$ cat src/rtl/mdu_result_stage.sv
// mdu_result_stage: result fix-up and output buffer behind the iterative MDU.
// Captures raw magnitudes from the MDU and applies sign correction.
// Selects the RISC-V M-extension result, including the divide-by-zero and
// signed-overflow cases.
// Holds finished results in a DEPTH-entry FIFO with a valid/ready handshake
// toward writeback.
// Optional: define MDU_RESULT_BYPASS_EN for a zero-latency path when idle.
module mdu_result_stage #(
    parameter int DEPTH = 2,
    parameter int XLEN  = 32
) (
    input  logic            clk,
    input  logic            rst,
    input  logic            in_valid,
    output logic            in_ready,
    input  logic [2:0]      in_funct3,
    input  logic [XLEN-1:0] in_hi,
    input  logic [XLEN-1:0] in_lo,
    input  logic            in_neg_q,
    input  logic            in_neg_r,
    input  logic            in_div0,
    input  logic            in_ovf,
    input  logic [XLEN-1:0] in_rs1,
    input  logic [4:0]      in_rd,
    output logic            wb_valid,
    input  logic            wb_ready,
    output logic [XLEN-1:0] wb_data,
    output logic [4:0]      wb_rd,
    output logic [2:0]      wb_count
);

    typedef enum logic [2:0] {
        OP_MUL    = 3'b000,
        OP_MULH   = 3'b001,
        OP_MULHSU = 3'b010,
        OP_MULHU  = 3'b011,
        OP_DIV    = 3'b100,
        OP_DIVU   = 3'b101,
        OP_REM    = 3'b110,
        OP_REMU   = 3'b111
    } op_e;

    // Pointer width sized so the slot array index matches exactly.
    localparam int PW    = (DEPTH > 1) ? $clog2(DEPTH) : 1;
    localparam int SLOTS = 1 << PW;

    logic [XLEN-1:0]   sel_data;
    logic              bypass;
    logic              accept;
    logic              s1_load;
    logic              s1_adv;
    logic              fifo_pop;
    logic              fifo_empty;

    logic              s1_valid_q, s1_valid_d;
    logic [XLEN-1:0]   s1_data_q,  s1_data_d;
    logic [4:0]        s1_rd_q,    s1_rd_d;
    logic [XLEN-1:0]   mem_data_q [SLOTS];
    logic [XLEN-1:0]   mem_data_d [SLOTS];
    logic [4:0]        mem_rd_q   [SLOTS];
    logic [4:0]        mem_rd_d   [SLOTS];
    logic [PW-1:0]     wr_ptr_q, wr_ptr_d;
    logic [PW-1:0]     rd_ptr_q, rd_ptr_d;
    logic [2:0]        count_q,  count_d;

    function automatic logic [PW-1:0] ptr_inc(input logic [PW-1:0] p);
        return (p == PW'(DEPTH - 1)) ? '0 : p + PW'(1);
    endfunction

    // Sign fix-up and M-extension result selection from raw magnitudes.
    always_comb begin
        logic [63:0] prod_mag;
        logic [63:0] prod;
        prod_mag = {in_hi, in_lo};
        prod     = in_neg_q ? (64'd0 - prod_mag) : prod_mag;
        sel_data = '0;
        case (op_e'(in_funct3))
            OP_MUL:                        sel_data = prod[31:0];
            OP_MULH, OP_MULHSU, OP_MULHU:  sel_data = prod[63:32];
            OP_DIV:  sel_data = in_div0 ? '1 :
                                in_ovf  ? {1'b1, {(XLEN-1){1'b0}}} :
                                in_neg_q ? -in_lo : in_lo;
            OP_DIVU: sel_data = in_div0 ? '1 : (in_neg_q ? -in_lo : in_lo);
            OP_REM:  sel_data = in_div0 ? in_rs1 :
                                in_ovf  ? '0 :
                                in_neg_r ? -in_hi : in_hi;
            OP_REMU: sel_data = in_div0 ? in_rs1 : (in_neg_r ? -in_hi : in_hi);
            default: sel_data = '0;
        endcase
    end

    assign fifo_empty = (count_q == 3'd0);
    assign fifo_pop   = !fifo_empty && wb_ready;
    assign s1_adv     = s1_valid_q && ((count_q < 3'(DEPTH)) || fifo_pop);
    assign in_ready   = !s1_valid_q || s1_adv;
    assign accept     = in_valid && in_ready;

`ifdef MDU_RESULT_BYPASS_EN
    // Idle pipeline with a ready consumer: hand the result straight out.
    assign bypass = in_valid && !s1_valid_q && fifo_empty && wb_ready;
`else
    assign bypass = 1'b0;
`endif

    assign s1_load  = accept && !bypass;
    assign wb_valid = !fifo_empty || bypass;
    assign wb_data  = bypass ? sel_data : mem_data_q[rd_ptr_q];
    assign wb_rd    = bypass ? in_rd    : mem_rd_q[rd_ptr_q];
    assign wb_count = count_q;

    // Next-state for the fix-up register and the result FIFO.
    always_comb begin
        s1_valid_d = s1_valid_q;
        s1_data_d  = s1_data_q;
        s1_rd_d    = s1_rd_q;
        mem_data_d = mem_data_q;
        mem_rd_d   = mem_rd_q;
        wr_ptr_d   = wr_ptr_q;
        rd_ptr_d   = rd_ptr_q;
        count_d    = count_q;

        if (s1_load) begin
            s1_valid_d = 1'b1;
            s1_data_d  = sel_data;
            s1_rd_d    = in_rd;
        end else if (s1_adv) begin
            s1_valid_d = 1'b0;
        end

        if (s1_adv) begin
            mem_data_d[wr_ptr_q] = s1_data_q;
            mem_rd_d[wr_ptr_q]   = s1_rd_q;
            wr_ptr_d             = ptr_inc(wr_ptr_q);
        end
        if (fifo_pop) begin
            rd_ptr_d = ptr_inc(rd_ptr_q);
        end

        case ({s1_adv, fifo_pop})
            2'b10:   count_d = count_q + 3'd1;
            2'b01:   count_d = count_q - 3'd1;
            default: count_d = count_q;
        endcase
    end

    // State registers; reset drops every held result at once.
    always_ff @(posedge clk or posedge rst) begin
        if (rst) begin
            s1_valid_q <= 1'b0;
            s1_data_q  <= '0;
            s1_rd_q    <= '0;
            wr_ptr_q   <= '0;
            rd_ptr_q   <= '0;
            count_q    <= '0;
            for (int unsigned i = 0; i < SLOTS; i++) begin
                mem_data_q[i] <= '0;
                mem_rd_q[i]   <= '0;
            end
        end else begin
            s1_valid_q <= s1_valid_d;
            s1_data_q  <= s1_data_d;
            s1_rd_q    <= s1_rd_d;
            wr_ptr_q   <= wr_ptr_d;
            rd_ptr_q   <= rd_ptr_d;
            count_q    <= count_d;
            mem_data_q <= mem_data_d;
            mem_rd_q   <= mem_rd_d;
        end
    end

endmodule

$ cat config.mk
export PLATFORM = sky130hd
export DESIGN_NAME = mdu_result_stage
export DESIGN_NICKNAME = d
export VERILOG_FILES = /design/src/rtl/mdu_result_stage.sv
export SDC_FILE = /design/constraint.sdc
export NUM_CORES = 1
export LEC_CHECK = 0
export ABC_AREA = 1
export CAP_MARGIN = 10
export CORE_ASPECT_RATIO = 1.75
export CORE_MARGIN = 1.5
export CORE_UTILIZATION = 41
export DETAILED_ROUTE_END_ITERATION = 10
export GPL_TIMING_DRIVEN = 0
export MAX_ROUTING_LAYER = met4
export PLACE_DENSITY = 0.65
export SLEW_MARGIN = 20
export SYNTH_ARGS = -nofsm -noshare
export SYNTH_HDL_FRONTEND = slang
export SYNTH_SLANG_ARGS = --single-unit
export TNS_END_PERCENT = 10
$ cat constraint.sdc
create_clock -name clk -period 3.6 [get_ports clk]
set_input_delay 0.36 -clock clk [delete_from_list [all_inputs] [get_ports clk]]
set_output_delay 0.36 -clock clk [all_outputs]
set_load 0.1 [all_outputs]
# Word level (Yosys, flattened, before mapping)
# Index checks and enable logic that the tools add are counted.
# word_totals
output_inout_bits,42
reg_bits,117
inputBits,112
elab_cells,72
# classes
n_lt_le_gt_ge,4
n_bitwise,2
n_reduce_logical,13
n_eq_ne,9
addsub,7
muxes,27
# ops
operator,n
$mux W32,12
$pmux W32 S6,1
$bwmux W64,1
$mux W64,1
$neg A32 Y32,2
$sub A1 B64 Y64 const A,1
$demux W32 S1,1
$mux W5,4
$eq A3 B3 Y1 const B,4
$bwmux W10,1
$eq A3 B2 Y1 const B,2
$logic_not A3 Y1,2
$pmux W3 S2,1
$demux W5 S1,1
$ge A2 B2 Y1 const B,2
$logic_and A1 B1 Y1,4
$mux W1,4
$not A1 Y2,2
$reduce_bool A2 Y1,2
$add A3 B1 Y3 const B,1
$eq A3 B1 Y1 const B,1
$lt A3 B2 Y1 const B,1
$reduce_or A3 Y1,1
$sub A3 B1 Y3 const B,1
other kinds (6),9

# Depth between registers and ports, before layout
# logic_depth
depth_word,8
mapped_depth,15
mapped_depth_nobuf,15

# Least setup slack after synthesis
# No wires, ideal clock.
# synth_path
path_kind,reg-to-output
startpoint,reg rd_ptr_q
endpoint,out wb_rd[1]
setup_slack_ns,0.348
n_path_buf,2
t_required_ns,3.240
t_arrival_ns,2.892
stages_incl_launch_ff,4
path_cell_list,dfrtp_1 clkbuf_1 clkbuf_1 o21ai_0
# synth_via
elab_chain_len,4
# synth_lines
item,line_no,text
start: declaration,63,"logic [PW-1:0] rd_ptr_q, rd_ptr_d;"
start signal: assignment,164,rd_ptr_q <= rd_ptr_d;
$not A1 Y2 (implied by the code),108,assign wb_rd = bypass ? in_rd : mem_rd_q[rd_ptr_q];
$mux W5 (implied by the code) (3 in a row),108,
end: declaration,28,"output logic [4:0] wb_rd,"
# No other way between the ends. The select of a mux whose other input is x is not followed.

# Final worst setup path
# layout_path
startpoint,reg rd_ptr_q
endpoint,out wb_data[6]
# layout_via
elab_chain_len,4
# layout_lines
item,line_no,text
$not A1 Y2 (implied by the code),107,assign wb_data = bypass ? sel_data : mem_data_q[rd_ptr_q];
$mux W32 (implied by the code) (3 in a row),107,
end: declaration,27,"output logic [XLEN-1:0] wb_data,"
# No other way between the ends. The select of a mux whose other input is x is not followed.

==> run summary <==
Die H: 203 µm
WL per Instance: 21.3 µm
Via density: 5.30
Fillers: 2380
DR vias: 10557
area of the multi-input gates: 0.00552 mm²
Die Width: 117 µm
fin nets: 1803
TritonCTS Sinks: 117
port bufs: 152
vias in the first global route: 10621
total negative setup slack: 0 ps
Post-Synthesis Cells: 1507
Lkg Pwr: 5.82 nW
final hold vios: 0
Clk pin slew, worst setup/hold paths: 50 ps
most frequent cells in the layout: nand2_1, nor2_1, inv_1
Max Root-Sink Buffers: 3
RR Startpoint: wb_count[1]
synthesized flop and latch total: 117
FF-to-FF path depth: 8
initial antenna violation count: 0
Tmin final: 3470 ps
ANT nets after route: 0
Max rail drop VDD: 536 µV
All-Layer GR Usage: 37.5%
total power draw: 8.93 mW
cts hold-fix bufs: 0
CP Capture Type: output port
root buf cell: clkbuf_16
largest net degree at the start of global routing: 75
P_int: 4.41 mW
Avg Cell Area, Syn: 6.21 µm²
Net Sw Power: 4.52 mW
setup repair after global routing missed its margin: no
WS Path Type: register to output port
switching share of power: 50.6%
crit share post-route: 96.4%
PwrDens: 745 mW/mm²
CTS tree: built
DRT Pass-1 Iters: 5
share of layout cells above drive strength 1: 8.75%
CTS H-tree lvls: 4
diode count: 0
Seq/Total Area, Yosys: 31.3%
first-pass GRT wire length: 62400 µm
DRC violations left: 0
Comb power frac: 54.7%
Core Rows: 73
RePlAce Congestion: 1.10
most common cell after layout, fill and taps aside: nand2_1
critical path peak fanout: 10
Slew Viols, Final: 0
HPWL Detailed: 34200 µm
Initial Utilization: 41.5%
Syn-to-layout area delta: 28.3%
post-synthesis cell area: 0.00935 mm²
Worst EP arrival: 3110 ps
Final setup viols: 0
slowest cell on the critical path: clkdlybuf4s50_1
relative slew slack: 33.6%
Reg-to-Reg End: mem_data_q[61]
CTS Buf Count: 25
CP Cell Sequence: clkbuf_1 > clkbuf_1 > nand2_1 > o21ai_0 > clkdlybuf4s50_1
clk_lat worst skew: 460 ps
die footprint: 0.0238 mm²
Yosys warnings: 0
Setup crit start kind: register
hold crit path type: input port to async pin
Placeable Area: 0.0226 mm²
Top Ports: 154
Syn Nets: 1623
Reg area: 0.00293 mm²
Placed Instance Area: 0.0113 mm²
crit-path max cell delay: 1190 ps
Flop pwr share: 23.8%
Overflow after GRT: 0
Max-Cap Viols: 0
Most common cell on crit path: clkbuf_1
clock group share of total power: 21.5%
flop-to-flop setup slack: 1330 ps
clk_skew: 11.1 ps
Worst EP required: 3240 ps
Initial DRC Count: 718
outcome: complete, no violations
fmax: 288 MHz
Slew @ Worst Pin: 994 ps
wirelength, routed: 42300 µm
post-route cell area: 0.0120 mm²
post-synth cell types: 42
[logic make-up after synthesis]
logic type	Yosys count	synth area share, %
xor gates and xnor gates	26	2.44
buffers and inverters	225	9.62
adders and majority gates	4	0.616
and+or+nand+nor	896	40.1
muxes	37	4.46
AOI/OAI and AO/OA	202	11.5
DFF	117	31.3
[cells in the mapped netlist (all sizes together)]
cell type	number	area [µm²]
nand2	528	2020
nor2	223	962
inv	164	616
o21ai	135	679
nand3	132	678
dfrtp	117	2930
a21oi	44	224
mux2	37	417
buf	30	164
clkbuf	30	116
xor2	18	158
o211ai	12	90.1
xnor2	8	70.1
nand4	4	31.3
or2	4	25.0
a211oi	3	22.5
a21o	3	22.5
ha	3	37.5
nor3	3	15.0
nand3b	2	15.0
o22ai	2	12.5
a31oi	1	6.26
clkinv	1	3.75
fa	1	20.0
o21a	1	7.51
o221ai	1	8.76
[worst max path at each step]
stage,from,endpoint,slack [ps],cells past startpoint
CTS,rd_ptr_q,wb_data[17],30,5
global route,rd_ptr_q,wb_data[7],5,5
finish,rd_ptr_q,wb_data[6],130,5
global placement,rst,mem_rd_q[7],-1470,2
detailed placement,rd_ptr_q,wb_data[8],480,5
floorplan,rst,mem_data_q[0],140,1
[final cells by class]
type | instances | share of cell area [%]
plain buffers | 60 | 2.34
clock buffers | 31 | 5.74
clock inverters | 1 | 0.0417
inverters | 165 | 5.20
multi-input cells | 1165 | 46.1
flip-flops and latches | 117 | 24.4
well taps | 300 | 3.13
repair buffers | 153 | 13.1
[power by group through the flow]
stage	combinational (mW)	sequential [mW]	clock [mW]
2_1_floorplan	3.46	2.17	0
3_3_place_gp	4.82	2.11	0
3_5_place_dp	4.86	2.13	0
4_1_cts	4.90	2.12	1.93
5_1_grt	5.16	2.19	2.01
6_report	4.88	2.13	1.92
[stage by stage]
step / cells / hold WS, ps / setup slack (ps) / utilization [%]
floorplan: 1507 / 462 / 139 / -
global placement: 1959 / 478 / -1470 / 49.9
detailed placement: 1960 / 490 / 482 / 50.0
CTS: 1992 / 307 / 28.0 / 53.1
global route: 1992 / 336 / 4.99 / 53.2
finish: 1992 / 295 / 130 / 53.2
[flip-flops by register name, summed over array words and instances (netlist names)]
register	flops
s1_data_q	32
wb_count	3
mem_data_q	64
rd_ptr_q	1
wr_ptr_q	1
mem_rd_q	10
s1_valid_q	1
s1_rd_q	5
[metal layers]
metal  track usage, %  part of all wire, %  vias up
met5                -                    0        -
met4             31.2                   10        0
met3             2.57                  3.6      145
met2             65.3                   51      436
met1             37.1                   35     4874
li1                 -                    -     5102
[worst max-delay path: cells and delay by family (launching register included)]
kind                   cells  cell delay, ps
flip-flops                 1             360
buffers and inverters      3            2070
AO/OA/AOI/OAI              1             140
AND/OR/NAND/NOR            1              90
[timing repair]
item	CTS	global route
gates cloned	0	0
buffers inserted	0	0
resized for setup	1	9
setup endpoints to repair	1	9
(Power assumes the default switching activity.)
==> RTL edit (same settings) <==
Take the reset off `s1_data_q` and load it in a clocked block of its own.
--- a/src/rtl/mdu_result_stage.sv
+++ b/src/rtl/mdu_result_stage.sv
@@ -147,7 +147,6 @@
     always_ff @(posedge clk or posedge rst) begin
         if (rst) begin
             s1_valid_q <= 1'b0;
-            s1_data_q  <= '0;
             s1_rd_q    <= '0;
             wr_ptr_q   <= '0;
             rd_ptr_q   <= '0;
@@ -158,7 +157,6 @@
             end
         end else begin
             s1_valid_q <= s1_valid_d;
-            s1_data_q  <= s1_data_d;
             s1_rd_q    <= s1_rd_d;
             wr_ptr_q   <= wr_ptr_d;
             rd_ptr_q   <= rd_ptr_d;
@@ -168,5 +166,9 @@
         end
     end
 
+    always_ff @(posedge clk) begin
+        s1_data_q <= s1_data_d;
+    end
+
 endmodule
 
Check against the original RTL: same outputs for any inputs over 4 cycles, from zero or initial values and one cycle with rst high; that may be too few to reach the edited logic, so the function may still have changed.
==> RTL edit against the original RTL <==
Sequential cell count unchanged. Power increased by 0.76%. Die area is 2.0% lower. Worst setup slack improved by 0.011 ns. Critical path type unchanged. Routed wire length shrank 4.4%. Final area is 1.9% lower. Synthesized cell count fell by 6.1%. Synthesized area shrank 2.1%.
==> RTL edit: results <==
set metrics [dict create \
    n_fill_cell 2256 \
    gp_congestion 1.07 \
    final.setup_skew_ns 0.0145 \
    syn_nets 1531 \
    grt_use_total_pct 36.4 \
    vias_per_cell 5.39 \
    status "completed" \
    drt_wl_total_um 40500 \
    clock_latency_ns 0.47 \
    grt_pass1_vias 10258 \
    ys_warn_count 0 \
    drive_gt1_share_pct 8.01 \
    ys_types 46 \
    tightestPinTransition_ns 0.998 \
    hpwl_um 33800 \
    arrival_ns 3.10 \
    synthArstFlopShare_pct 72.6 \
    ys_seq_area_share_pct 33.7 \
    placed_area_um2 11100 \
    place_ws_ns 0.399 \
    synth_area_leaders "dfrtp_1 (23%), nand2_1 (20%), edfxtp_1 (10%)" \
    grt_pass1_wl_um 59700 \
    portBuffers 150 \
    synth_common_cells "nand2_1 (493), nor2_1 (191), inv_1 (126), o21ai_0 (123), nand3_1 (110)" \
    irDropWorstVdd_v 0.000613 \
    root_buffer "clkbuf_16" \
    swShare_pct 50.8 \
    regMostFlops "mem_data_q" \
    layout.nets 1709 \
    power.leakage_nw 5.36 \
    ant_nets 0 \
    synth_edf_count 32 \
    grt_start_max_net_pins 59 \
    drt_iter0_markers 685 \
]
RTL edit: cells by family after synthesis:
logic type | synth area share (%)
buffers and inverters | 8.62
XOR/XNOR | 2.09
AND/OR/NAND/NOR | 40.2
adder cells (fa/ha/maj) | 0.629
multiplexers | 4.55
AO/OA/AOI/OAI | 10.2
flip-flops | 33.7
RTL edit: worst max-delay path: stages (launching register included):
cell and delay (ns):
dfrtp_1 0.37, clkbuf_1 0.42, clkbuf_1 0.45, nand2_1 0.09, o21ai_0 0.12, clkdlybuf4s50_1 1.19
RTL edit: worst paths after layout:
check,depth (start not counted),slack [ns],start,to
setup / recovery,5,0.14,rd_ptr_q$_DFFE_PP0P_,wb_data[25]
hold / removal,2,0.23,rst,mem_data_q[5]$_DFFE_PP0P_
setup reg to reg,5,1.55,wb_count[1]$_DFFE_PP0P_,s1_data_q[19]$_DFFE_PP_
hold reg to reg,2,0.47,s1_data_q[18]$_DFFE_PP_,mem_data_q[50]$_DFFE_PP0P_
max in group asynchronous,3,2.75,rst,mem_data_q[21]$_DFFE_PP0P_
min in group clk,3,0.44,in_rd[0],s1_rd_q[0]$_DFFE_PP0P_
RTL edit: per-layer routing:
layer	track usage (%)	routed length [µm]
met1	34.7	13800
met2	65.3	21400
met3	3.23	1450
met4	28.2	3850
met5	-	0
RTL edit: layout make-up:
type	instances	area, µm²	share of cell area [%]
Multi-Input combinational cell	1109	5280	44.8
Tap cell	296	370	3.15
Clock buffer	32	682	5.79
Inverter	133	502	4.26
Timing Repair Buffer	151	1550	13.2
Clock inverter	1	7.51	0.0638
Sequential cell	117	3090	26.2
Buffer	56	290	2.47
RTL edit: per-stage QoR:
step | cells | util (%)
after global placement | 1861 | 50.2
after global routing | 1895 | 53.6
after detailed placement | 1862 | 50.3
final | 1895 | 53.6
after CTS | 1895 | 53.4
after floorplan | 1415 | -
RTL edit: power by group through the flow:
stage / registers, mW / logic (mW) / clock network (mW)
after global placement: 2.11 / 4.93 / 0
after CTS: 2.12 / 5.01 / 1.93
after detailed placement: 2.13 / 4.97 / 0
after global routing: 2.17 / 5.24 / 1.99
after floorplan: 2.19 / 3.56 / 0
final: 2.12 / 4.98 / 1.91
